### src/rtl/fpaddsub_pkg.sv
// ============================================================================
// Package  : fpaddsub_pkg
// Purpose  : Shared widths, flag bit positions, opcodes, requester ids and
//            the sticky-status update rule for the FP add/sub scheduler.
// Ports    : none (package)
// Revision : 1.0 - initial release
// ============================================================================
`default_nettype none

package fpaddsub_pkg;

    // Operand / flag widths
    localparam int FP_W   = 32;
    localparam int FLAG_W = 5;

    // Exception flag bit positions inside a FLAG_W vector
    localparam int FLG_OF  = 4;   // overflow
    localparam int FLG_UF  = 3;   // underflow
    localparam int FLG_DZ  = 2;   // divide by zero
    localparam int FLG_INV = 1;   // invalid
    localparam int FLG_NX  = 0;   // inexact

    // Operation encoding on req*_op / dp_op
    localparam logic OP_ADD = 1'b0;
    localparam logic OP_SUB = 1'b1;

    // Requester identifier carried through the tag pipeline
    typedef enum logic {
        REQ0 = 1'b0,
        REQ1 = 1'b1
    } req_id_t;

    typedef logic [FP_W-1:0]   fp_t;
    typedef logic [FLAG_W-1:0] flags_t;

    // Next value of a sticky status register.
    // A clear that coincides with a response keeps only the new flags, so
    // the event that arrives together with the clear is never lost.
    function automatic flags_t sticky_next(
        input flags_t cur,
        input flags_t flags,
        input logic   hit,
        input logic   clr
    );
        flags_t nxt;
        if (hit) begin
            nxt = clr ? flags : (cur | flags);
        end else begin
            nxt = clr ? '0 : cur;
        end
        return nxt;
    endfunction

endpackage : fpaddsub_pkg

`default_nettype wire

### src/rtl/fpaddsub_scheduler_if.sv
// ============================================================================
// Interface : fpaddsub_scheduler_if
// Purpose   : Bundles the requester ports, the datapath issue/return bus,
//             the per-requester response ports, sticky status/clear and busy
//             of the FP add/sub scheduler.
// Modports  : slave  - scheduler side (drives ready, dp_*, rsp*, sticky*, busy)
//             master - environment side (requesters, datapath, clear strobes)
// Revision  : 1.0 - initial release
// ============================================================================
`default_nettype none

interface fpaddsub_scheduler_if;
    import fpaddsub_pkg::*;

    // Requester 0
    logic              req0_valid;
    logic              req0_ready;
    logic [FP_W-1:0]   req0_a;
    logic [FP_W-1:0]   req0_b;
    logic              req0_op;

    // Requester 1
    logic              req1_valid;
    logic              req1_ready;
    logic [FP_W-1:0]   req1_a;
    logic [FP_W-1:0]   req1_b;
    logic              req1_op;

    // Shared datapath
    logic              dp_valid;
    logic [FP_W-1:0]   dp_a;
    logic [FP_W-1:0]   dp_b;
    logic              dp_op;
    logic [FP_W-1:0]   dp_result;
    logic [FLAG_W-1:0] dp_flags;

    // Responses
    logic              rsp0_valid;
    logic [FP_W-1:0]   rsp0_data;
    logic [FLAG_W-1:0] rsp0_flags;
    logic              rsp1_valid;
    logic [FP_W-1:0]   rsp1_data;
    logic [FLAG_W-1:0] rsp1_flags;

    // Status
    logic [FLAG_W-1:0] sticky0;
    logic [FLAG_W-1:0] sticky1;
    logic              clr0;
    logic              clr1;
    logic              busy;

    modport slave (
        input  req0_valid, req0_a, req0_b, req0_op,
        input  req1_valid, req1_a, req1_b, req1_op,
        input  dp_result, dp_flags,
        input  clr0, clr1,
        output req0_ready, req1_ready,
        output dp_valid, dp_a, dp_b, dp_op,
        output rsp0_valid, rsp0_data, rsp0_flags,
        output rsp1_valid, rsp1_data, rsp1_flags,
        output sticky0, sticky1, busy
    );

    modport master (
        output req0_valid, req0_a, req0_b, req0_op,
        output req1_valid, req1_a, req1_b, req1_op,
        output dp_result, dp_flags,
        output clr0, clr1,
        input  req0_ready, req1_ready,
        input  dp_valid, dp_a, dp_b, dp_op,
        input  rsp0_valid, rsp0_data, rsp0_flags,
        input  rsp1_valid, rsp1_data, rsp1_flags,
        input  sticky0, sticky1, busy
    );

endinterface : fpaddsub_scheduler_if

`default_nettype wire

### src/rtl/fpaddsub_tag_pipe.sv
// ============================================================================
// Module   : fpaddsub_tag_pipe
// Purpose  : LAT-deep {valid, owner id} shift register that follows each
//            issued operation through the fixed datapath latency. Its tail
//            lines up with the datapath result.
// Ports    : clk          - clock
//            rst_n        - asynchronous active-low reset (drops all tags)
//            in_valid_i   - issue strobe entering the pipeline
//            in_id_i      - owner of the issued operation
//            tail_valid_o - an operation's result is on the datapath now
//            tail_id_o    - owner of that result
//            any_valid_o  - at least one tag is in flight
// Revision : 1.0 - initial release
// ============================================================================
`default_nettype none

module fpaddsub_tag_pipe
    import fpaddsub_pkg::*;
#(
    parameter int LAT = 4
) (
    input  logic    clk,
    input  logic    rst_n,
    input  logic    in_valid_i,
    input  req_id_t in_id_i,
    output logic    tail_valid_o,
    output req_id_t tail_id_o,
    output logic    any_valid_o
);

    logic [LAT-1:0] vld_q;
    logic [LAT-1:0] id_q;

    // Free-running shift: the datapath never stalls, so neither do the tags.
    always_ff @(posedge clk or negedge rst_n) begin
        if (!rst_n) begin
            vld_q <= '0;
            id_q  <= '0;
        end else begin
            vld_q[0] <= in_valid_i;
            id_q[0]  <= in_id_i;
            for (int i = 1; i < LAT; i++) begin
                vld_q[i] <= vld_q[i-1];
                id_q[i]  <= id_q[i-1];
            end
        end
    end

    assign tail_valid_o = vld_q[LAT-1];
    assign tail_id_o    = req_id_t'(id_q[LAT-1]);
    assign any_valid_o  = |vld_q;

endmodule : fpaddsub_tag_pipe

`default_nettype wire

### src/rtl/fpaddsub_scheduler.sv
// ============================================================================
// Module   : fpaddsub_scheduler
// Purpose  : Shares one fixed-latency FP add/sub datapath between two
//            requesters. Round-robin arbitration admits one operation per
//            cycle; an owner tag follows each operation through the datapath
//            latency so the result and flags return to the right requester.
//            A sticky IEEE status register is kept per requester.
// Ports    : clk   - clock, all state on the rising edge
//            rst_n - asynchronous active-low reset
//            bus   - scheduler side of fpaddsub_scheduler_if:
//                    req0/1 valid/ready/a/b/op, dp_valid/a/b/op,
//                    dp_result/flags, rsp0/1 valid/data/flags,
//                    sticky0/1, clr0/1, busy
// Timing   : handshake h -> dp_valid h+1 -> dp_result h+1+LAT ->
//            rsp strobe and sticky update h+2+LAT
// Revision : 1.0 - initial release
// ============================================================================
`default_nettype none

module fpaddsub_scheduler
    import fpaddsub_pkg::*;
#(
    parameter int LAT = 4
) (
    input  logic                  clk,
    input  logic                  rst_n,
    fpaddsub_scheduler_if.slave   bus
);

    // ------------------------------------------------------------------
    // State
    // ------------------------------------------------------------------
    req_id_t ptr_q,        ptr_d;
    logic    dp_valid_q,   dp_valid_d;
    fp_t     dp_a_q,       dp_a_d;
    fp_t     dp_b_q,       dp_b_d;
    logic    dp_op_q,      dp_op_d;
    req_id_t owner_q,      owner_d;

    logic    rsp0_valid_q, rsp0_valid_d;
    fp_t     rsp0_data_q,  rsp0_data_d;
    flags_t  rsp0_flags_q, rsp0_flags_d;
    logic    rsp1_valid_q, rsp1_valid_d;
    fp_t     rsp1_data_q,  rsp1_data_d;
    flags_t  rsp1_flags_q, rsp1_flags_d;

    flags_t  sticky0_q,    sticky0_d;
    flags_t  sticky1_q,    sticky1_d;

    // ------------------------------------------------------------------
    // Combinational wires
    // ------------------------------------------------------------------
    logic    w_grant0;
    logic    w_grant1;
    logic    w_tail_valid;
    req_id_t w_tail_id;
    logic    w_any_valid;
    logic    w_hit0;
    logic    w_hit1;

    // ------------------------------------------------------------------
    // Arbitration
    // A lone requester always wins; on contention ptr decides. Grants are
    // qualified by valid so at most one ready is ever high, and masked
    // during reset so no handshake can complete while state is held clear.
    // ------------------------------------------------------------------
    always_comb begin
        w_grant0 = rst_n & bus.req0_valid & (~bus.req1_valid | (ptr_q == REQ0));
        w_grant1 = rst_n & bus.req1_valid & (~bus.req0_valid | (ptr_q == REQ1));
    end

    assign bus.req0_ready = w_grant0;
    assign bus.req1_ready = w_grant1;

    // ------------------------------------------------------------------
    // Pointer and issue registers: next state
    // ------------------------------------------------------------------
    always_comb begin
        ptr_d      = ptr_q;
        dp_valid_d = 1'b0;
        dp_a_d     = dp_a_q;
        dp_b_d     = dp_b_q;
        dp_op_d    = dp_op_q;
        owner_d    = owner_q;

        if (w_grant0) begin
            ptr_d      = REQ1;
            dp_valid_d = 1'b1;
            dp_a_d     = bus.req0_a;
            dp_b_d     = bus.req0_b;
            dp_op_d    = bus.req0_op;
            owner_d    = REQ0;
        end else if (w_grant1) begin
            ptr_d      = REQ0;
            dp_valid_d = 1'b1;
            dp_a_d     = bus.req1_a;
            dp_b_d     = bus.req1_b;
            dp_op_d    = bus.req1_op;
            owner_d    = REQ1;
        end
    end

    always_ff @(posedge clk or negedge rst_n) begin
        if (!rst_n) begin
            ptr_q      <= REQ0;
            dp_valid_q <= 1'b0;
            dp_a_q     <= '0;
            dp_b_q     <= '0;
            dp_op_q    <= OP_ADD;
            owner_q    <= REQ0;
        end else begin
            ptr_q      <= ptr_d;
            dp_valid_q <= dp_valid_d;
            dp_a_q     <= dp_a_d;
            dp_b_q     <= dp_b_d;
            dp_op_q    <= dp_op_d;
            owner_q    <= owner_d;
        end
    end

    assign bus.dp_valid = dp_valid_q;
    assign bus.dp_a     = dp_a_q;
    assign bus.dp_b     = dp_b_q;
    assign bus.dp_op    = dp_op_q;

    // ------------------------------------------------------------------
    // Owner tracking: loaded from the registered issue strobe so the tail
    // coincides with the cycle dp_result belongs to that issue.
    // ------------------------------------------------------------------
    fpaddsub_tag_pipe #(
        .LAT (LAT)
    ) u_tag_pipe (
        .clk          (clk),
        .rst_n        (rst_n),
        .in_valid_i   (dp_valid_q),
        .in_id_i      (owner_q),
        .tail_valid_o (w_tail_valid),
        .tail_id_o    (w_tail_id),
        .any_valid_o  (w_any_valid)
    );

    // ------------------------------------------------------------------
    // Response routing and sticky status: next state
    // ------------------------------------------------------------------
    always_comb begin
        w_hit0 = w_tail_valid & (w_tail_id == REQ0);
        w_hit1 = w_tail_valid & (w_tail_id == REQ1);

        rsp0_valid_d = w_hit0;
        rsp0_data_d  = rsp0_data_q;
        rsp0_flags_d = rsp0_flags_q;
        rsp1_valid_d = w_hit1;
        rsp1_data_d  = rsp1_data_q;
        rsp1_flags_d = rsp1_flags_q;

        if (w_hit0) begin
            rsp0_data_d  = bus.dp_result;
            rsp0_flags_d = bus.dp_flags;
        end
        if (w_hit1) begin
            rsp1_data_d  = bus.dp_result;
            rsp1_flags_d = bus.dp_flags;
        end

        sticky0_d = sticky_next(sticky0_q, bus.dp_flags, w_hit0, bus.clr0);
        sticky1_d = sticky_next(sticky1_q, bus.dp_flags, w_hit1, bus.clr1);
    end

    always_ff @(posedge clk or negedge rst_n) begin
        if (!rst_n) begin
            rsp0_valid_q <= 1'b0;
            rsp0_data_q  <= '0;
            rsp0_flags_q <= '0;
            rsp1_valid_q <= 1'b0;
            rsp1_data_q  <= '0;
            rsp1_flags_q <= '0;
            sticky0_q    <= '0;
            sticky1_q    <= '0;
        end else begin
            rsp0_valid_q <= rsp0_valid_d;
            rsp0_data_q  <= rsp0_data_d;
            rsp0_flags_q <= rsp0_flags_d;
            rsp1_valid_q <= rsp1_valid_d;
            rsp1_data_q  <= rsp1_data_d;
            rsp1_flags_q <= rsp1_flags_d;
            sticky0_q    <= sticky0_d;
            sticky1_q    <= sticky1_d;
        end
    end

    assign bus.rsp0_valid = rsp0_valid_q;
    assign bus.rsp0_data  = rsp0_data_q;
    assign bus.rsp0_flags = rsp0_flags_q;
    assign bus.rsp1_valid = rsp1_valid_q;
    assign bus.rsp1_data  = rsp1_data_q;
    assign bus.rsp1_flags = rsp1_flags_q;
    assign bus.sticky0    = sticky0_q;
    assign bus.sticky1    = sticky1_q;

    // An operation counts as in flight from its dp_valid cycle up to and
    // including its response strobe cycle.
    assign bus.busy = dp_valid_q | w_any_valid | rsp0_valid_q | rsp1_valid_q;

endmodule : fpaddsub_scheduler

`default_nettype wire
### src/flat_wrapper.sv
// flat-port wrapper written by rule: the top's interface ports become plain ports
module fpaddsub_scheduler_flat import fpaddsub_pkg::*;
#(
    parameter int LAT = 4
)
  (clk, rst_n, bus_req0_valid, bus_req0_a, bus_req0_b, bus_req0_op, bus_req1_valid, bus_req1_a, bus_req1_b, bus_req1_op, bus_dp_result, bus_dp_flags, bus_clr0, bus_clr1, bus_req0_ready, bus_req1_ready, bus_dp_valid, bus_dp_a, bus_dp_b, bus_dp_op, bus_rsp0_valid, bus_rsp0_data, bus_rsp0_flags, bus_rsp1_valid, bus_rsp1_data, bus_rsp1_flags, bus_sticky0, bus_sticky1, bus_busy);
  fpaddsub_scheduler_if bus_i ();
  input  logic clk;
  input  logic rst_n;
  input wire logic [$bits(bus_i.req0_valid)-1:0] bus_req0_valid;
  input wire logic [$bits(bus_i.req0_a)-1:0] bus_req0_a;
  input wire logic [$bits(bus_i.req0_b)-1:0] bus_req0_b;
  input wire logic [$bits(bus_i.req0_op)-1:0] bus_req0_op;
  input wire logic [$bits(bus_i.req1_valid)-1:0] bus_req1_valid;
  input wire logic [$bits(bus_i.req1_a)-1:0] bus_req1_a;
  input wire logic [$bits(bus_i.req1_b)-1:0] bus_req1_b;
  input wire logic [$bits(bus_i.req1_op)-1:0] bus_req1_op;
  input wire logic [$bits(bus_i.dp_result)-1:0] bus_dp_result;
  input wire logic [$bits(bus_i.dp_flags)-1:0] bus_dp_flags;
  input wire logic [$bits(bus_i.clr0)-1:0] bus_clr0;
  input wire logic [$bits(bus_i.clr1)-1:0] bus_clr1;
  output wire logic [$bits(bus_i.req0_ready)-1:0] bus_req0_ready;
  output wire logic [$bits(bus_i.req1_ready)-1:0] bus_req1_ready;
  output wire logic [$bits(bus_i.dp_valid)-1:0] bus_dp_valid;
  output wire logic [$bits(bus_i.dp_a)-1:0] bus_dp_a;
  output wire logic [$bits(bus_i.dp_b)-1:0] bus_dp_b;
  output wire logic [$bits(bus_i.dp_op)-1:0] bus_dp_op;
  output wire logic [$bits(bus_i.rsp0_valid)-1:0] bus_rsp0_valid;
  output wire logic [$bits(bus_i.rsp0_data)-1:0] bus_rsp0_data;
  output wire logic [$bits(bus_i.rsp0_flags)-1:0] bus_rsp0_flags;
  output wire logic [$bits(bus_i.rsp1_valid)-1:0] bus_rsp1_valid;
  output wire logic [$bits(bus_i.rsp1_data)-1:0] bus_rsp1_data;
  output wire logic [$bits(bus_i.rsp1_flags)-1:0] bus_rsp1_flags;
  output wire logic [$bits(bus_i.sticky0)-1:0] bus_sticky0;
  output wire logic [$bits(bus_i.sticky1)-1:0] bus_sticky1;
  output wire logic [$bits(bus_i.busy)-1:0] bus_busy;
  assign bus_i.req0_valid = bus_req0_valid;
  assign bus_i.req0_a = bus_req0_a;
  assign bus_i.req0_b = bus_req0_b;
  assign bus_i.req0_op = bus_req0_op;
  assign bus_i.req1_valid = bus_req1_valid;
  assign bus_i.req1_a = bus_req1_a;
  assign bus_i.req1_b = bus_req1_b;
  assign bus_i.req1_op = bus_req1_op;
  assign bus_i.dp_result = bus_dp_result;
  assign bus_i.dp_flags = bus_dp_flags;
  assign bus_i.clr0 = bus_clr0;
  assign bus_i.clr1 = bus_clr1;
  assign bus_req0_ready = bus_i.req0_ready;
  assign bus_req1_ready = bus_i.req1_ready;
  assign bus_dp_valid = bus_i.dp_valid;
  assign bus_dp_a = bus_i.dp_a;
  assign bus_dp_b = bus_i.dp_b;
  assign bus_dp_op = bus_i.dp_op;
  assign bus_rsp0_valid = bus_i.rsp0_valid;
  assign bus_rsp0_data = bus_i.rsp0_data;
  assign bus_rsp0_flags = bus_i.rsp0_flags;
  assign bus_rsp1_valid = bus_i.rsp1_valid;
  assign bus_rsp1_data = bus_i.rsp1_data;
  assign bus_rsp1_flags = bus_i.rsp1_flags;
  assign bus_sticky0 = bus_i.sticky0;
  assign bus_sticky1 = bus_i.sticky1;
  assign bus_busy = bus_i.busy;
  fpaddsub_scheduler #(.LAT(LAT)) u_core (.clk(clk), .rst_n(rst_n), .bus(bus_i));
endmodule
### config.mk
export PLATFORM = sky130hd
export DESIGN_NAME = fpaddsub_scheduler_flat
export DESIGN_NICKNAME = d
export VERILOG_FILES = /design/src/rtl/fpaddsub_pkg.sv /design/src/rtl/fpaddsub_scheduler_if.sv /design/src/rtl/fpaddsub_tag_pipe.sv /design/src/rtl/fpaddsub_scheduler.sv /design/src/flat_wrapper.sv
export SDC_FILE = /design/constraint.sdc
export NUM_CORES = 1
export LEC_CHECK = 0
export CAP_MARGIN = 20
export CELL_PAD_IN_SITES_DETAIL_PLACEMENT = 1
export CELL_PAD_IN_SITES_GLOBAL_PLACEMENT = 1
export CORE_MARGIN = 3
export CORE_UTILIZATION = 31
export CTS_CLUSTER_DIAMETER = 200
export DETAILED_ROUTE_END_ITERATION = 12
export GPL_TIMING_DRIVEN = 0
export PLACE_DENSITY_LB_ADDON = 0.08
export SLEW_MARGIN = 10
export SYNTH_ARGS = -nofsm -noshare
export SYNTH_HDL_FRONTEND = slang
export SYNTH_SLANG_ARGS = --single-unit
### constraint.sdc
create_clock -name clk -period 2.1 [get_ports clk]
set_clock_uncertainty 0.05 [all_clocks]
set_input_delay 0.42 -clock clk [delete_from_list [all_inputs] [get_ports clk]]
set_output_delay 0.42 -clock clk [all_outputs]
set_load 0.05 [all_outputs]
==> reports/metrics.cfg <==
[critical_path]
path_class = reg2out
critPathMaxFanout = 2
critPathArrivalTime_ns = 1.59
critPathMaxStageDelay_ns = 0.81
critPathBufInv = 1
critPathTopFamily = buffers and inverters
critical_path_required_ns = 1.63
worstPathCellList = clkdlybuf4s50_1
start_kind = register
end_kind = output port
crit_path_top_delay_cell = clkdlybuf4s50_1

[floorplan]
io_pins = 328
die_area_mm2 = 0.0234
core_area_mm2 = 0.0212
die_height_um = 153
start_util_pct = 31.7
die_w_um = 153
fp-row-count = 53

[grt]
grt_pass1_vias = 7204
grt_pass1_wl_um = 40300
grtUsageTotal_pct = 21.8
grt_max_degree = 54
grt_antenna_before_repair = 2
overflow = 0

[outcome]
outcome = finished, final reports clean

[sta]
period_minus_slack_ns = 2.06
worst_slew_pin_slew_ns = 0.621
hold_ws_ns = 0.0324
finalSetupViolCount = 0
fin_ws_ns = 0.0405
fin_crit_sh_pct = 98.1
max_slew_margin_pct = 58.7
fmax_mhz = 486
drv_slew = 0
setup_tns_ns = 0
hold_viol = 0

[synth]
yosys_most_used_dff = dfrtp_1
synth_most_common_cell = nand2_1
syn_nets = 916
synth_edf_count = 0
netlist_instances = 743
synthesis.area_mm2 = 0.00670
avgSynthCellArea_um2 = 9.02
async_flop_share_pct = 100
synth_commonest_cells = nand2_1, dfrtp_1, nor2_1, a31oi_1, nand3_1
yosysWarnings = 0
ys_ff_latch = 162
seq_area_frac_synth_pct = 60.5
synth_top_area_share_pct = 60.5
ys_top_cells_by_area = dfrtp_1, nand2_1, a31oi_1
synth_top_area_cell = dfrtp_1
synth.distinct_cells = 22

[power_and_ir_drop]
fin_total_pwr_mw = 12.3
combPwrFrac_pct = 40.6
p_sw_mw = 5.09
p_per_area_mw_per_mm2 = 1090
switching_share_pct = 41.2
pwr-share-seq_pct = 33.2
ir_drop_mv = 0.500
clkPwrFrac_pct = 26.3
p_leak_nw = 5.75
p_int_mw = 7.26

[clock_tree]
numCtsBuffers = 17
cts_tree = yes
clk_latency_ns = 0.41
clkSinkCount = 162
cts_buffer_depth = 2
cts_setup_buffers = 0
cts.reportedPaths.clkPinSlew_ns = 0.07
cts.htree.levels = 4
cts_root_buffer = clkbuf_16

[placement]
hpwl_um = 18600
place_congestion = 0.775
post-place-ws_ns = -1.41
io_buffers = 327
placedCellCount = 1346

[final_layout]
layout-drive-gt1-share_pct = 8.55
areaGrowthSynthToFinish_pct = 69.1
fin_cells = 1388
nNetsFinal = 1272

[route]
firstDrtPassIters = 4
wl_per_cell_um = 18.6
drc_errors = 0
ant_nets = 0
num_vias = 6654
drt_iter0_drc = 249
totalWireLength_um = 25800
via_per_inst = 4.79

[run]
max-cap-violations = 0

[hold_path]
hp-class = in2async

[per-layer routing]
layer / GRT usage (%) / wire length (um) / vias to the layer above
met5: 0 / 0 / -
met4: 5.22 / 354 / 0
met3: 7.22 / 1790 / 23
met2: 38.2 / 13100 / 213
met1: 26.0 / 10500 / 3235
li1: - / - / 3183
[power groups by stage]
stage | clock network, mW | logic (mW) | registers (mW)
after CTS | 3.32 | 5.09 | 4.11
after floorplan | 0 | 0.843 | 6.33
after detailed placement | 0 | 5.11 | 4.17
after global placement | 0 | 5.06 | 4.15
final | 3.24 | 5.01 | 4.10
after global routing | 3.47 | 5.28 | 4.19
[layout by cell type, fill, tap and decap left out, types with 2 or more instances in the layout]
cell and instances:
a31oi_1 65, buf_12 3, buf_16 2, buf_2 34, buf_4 10, buf_6 4
bufbuf_16 4, bufinv_16 3, clkbuf_1 8, clkbuf_16 17, clkbuf_2 3, clkdlybuf4s50_1 206
clkinv_2 3, clkinv_4 3, dfrtp_1 162, diode_2 2, dlygate4sd2_1 41, dlygate4sd3_1 3
dlymetal6s2s_1 76, inv_1 13, inv_6 4, nand2_1 227, nand2b_1 2, nand3_1 65
nor2_1 65, o21ai_0 64, o21ai_1 13
[worst paths after layout]
| check | start | to | slack (ns) | cells past startpoint |
|---|---|---|---|---|
| hold / removal | rst_n | u_core.bus.dp_b[9]$_DFFE_PN0P_ | 0.03 | 2 |
| max in group asynchronous | rst_n | u_core.bus.rsp1_data[18]$_DFFE_PN0P_ | 0.96 | 3 |
| min in group clk | u_core.u_tag_pipe.id_q[0]$_DFF_PN0_ | u_core.u_tag_pipe.id_q[1]$_DFF_PN0_ | 0.30 | 0 |
| setup reg to reg | u_core.ptr_q$_DFFE_PN0P_ | u_core.bus.dp_a[19]$_DFFE_PN0P_ | 0.58 | 4 |
| setup / recovery | u_core.bus.rsp0_flags[3]$_DFFE_PN0P_ | bus_rsp0_flags[3] | 0.04 | 1 |
| hold reg to reg | u_core.u_tag_pipe.id_q[0]$_DFF_PN0_ | u_core.u_tag_pipe.id_q[1]$_DFF_PN0_ | 0.30 | 0 |
[registers in the layout, summed over array words and instances (netlist names), 5 cells and up]
| register | count |
|---|---|
| u_core.bus.sticky1 | 5 |
| u_core.bus.dp_b | 32 |
| u_core.bus.rsp0_data | 32 |
| u_core.bus.sticky0 | 5 |
| u_core.bus.rsp0_flags | 5 |
| u_core.bus.rsp1_data | 32 |
| u_core.bus.rsp1_flags | 5 |
| u_core.bus.dp_a | 32 |
[repair_timing]
action,4_1_cts,5_1_grt
endpoints found under the setup margin,53,78
hold endpoints to repair,59,0
gates cloned,4,0
hold buffers,6,0
gates resized for setup,62,78
[area by class of cell]
type	instances	area, um^2
inverter	13	48.8
fill	2425	9830
multi-input combinational	509	2280
antenna	2	5.00
clock inverter	14	178
buffer	58	325
tap	275	344
timing repair buffer	338	3670
clock buffer	17	425
sequential	162	4050
[cell families (layout without fill, tap and decap cells)]
logic type      Yosys count  count (layout)  synth area share (%)
other cells               0               2                     0
buf+inv                  72             440                  5.57
simple gates            365             365                  21.9
compound gates          144             144                  12.0
flops                   162             162                  60.5
[per-stage QoR]
step           util [%]  cell area [um^2]
2_1_floorplan         -              6700
3_3_place_gp       48.8             10300
3_5_place_dp       48.9             10300
4_1_cts            52.7             11100
5_1_grt            53.5             11300
6_report           53.5             11300
No activity file was read; power rests on OpenSTA's default activity.
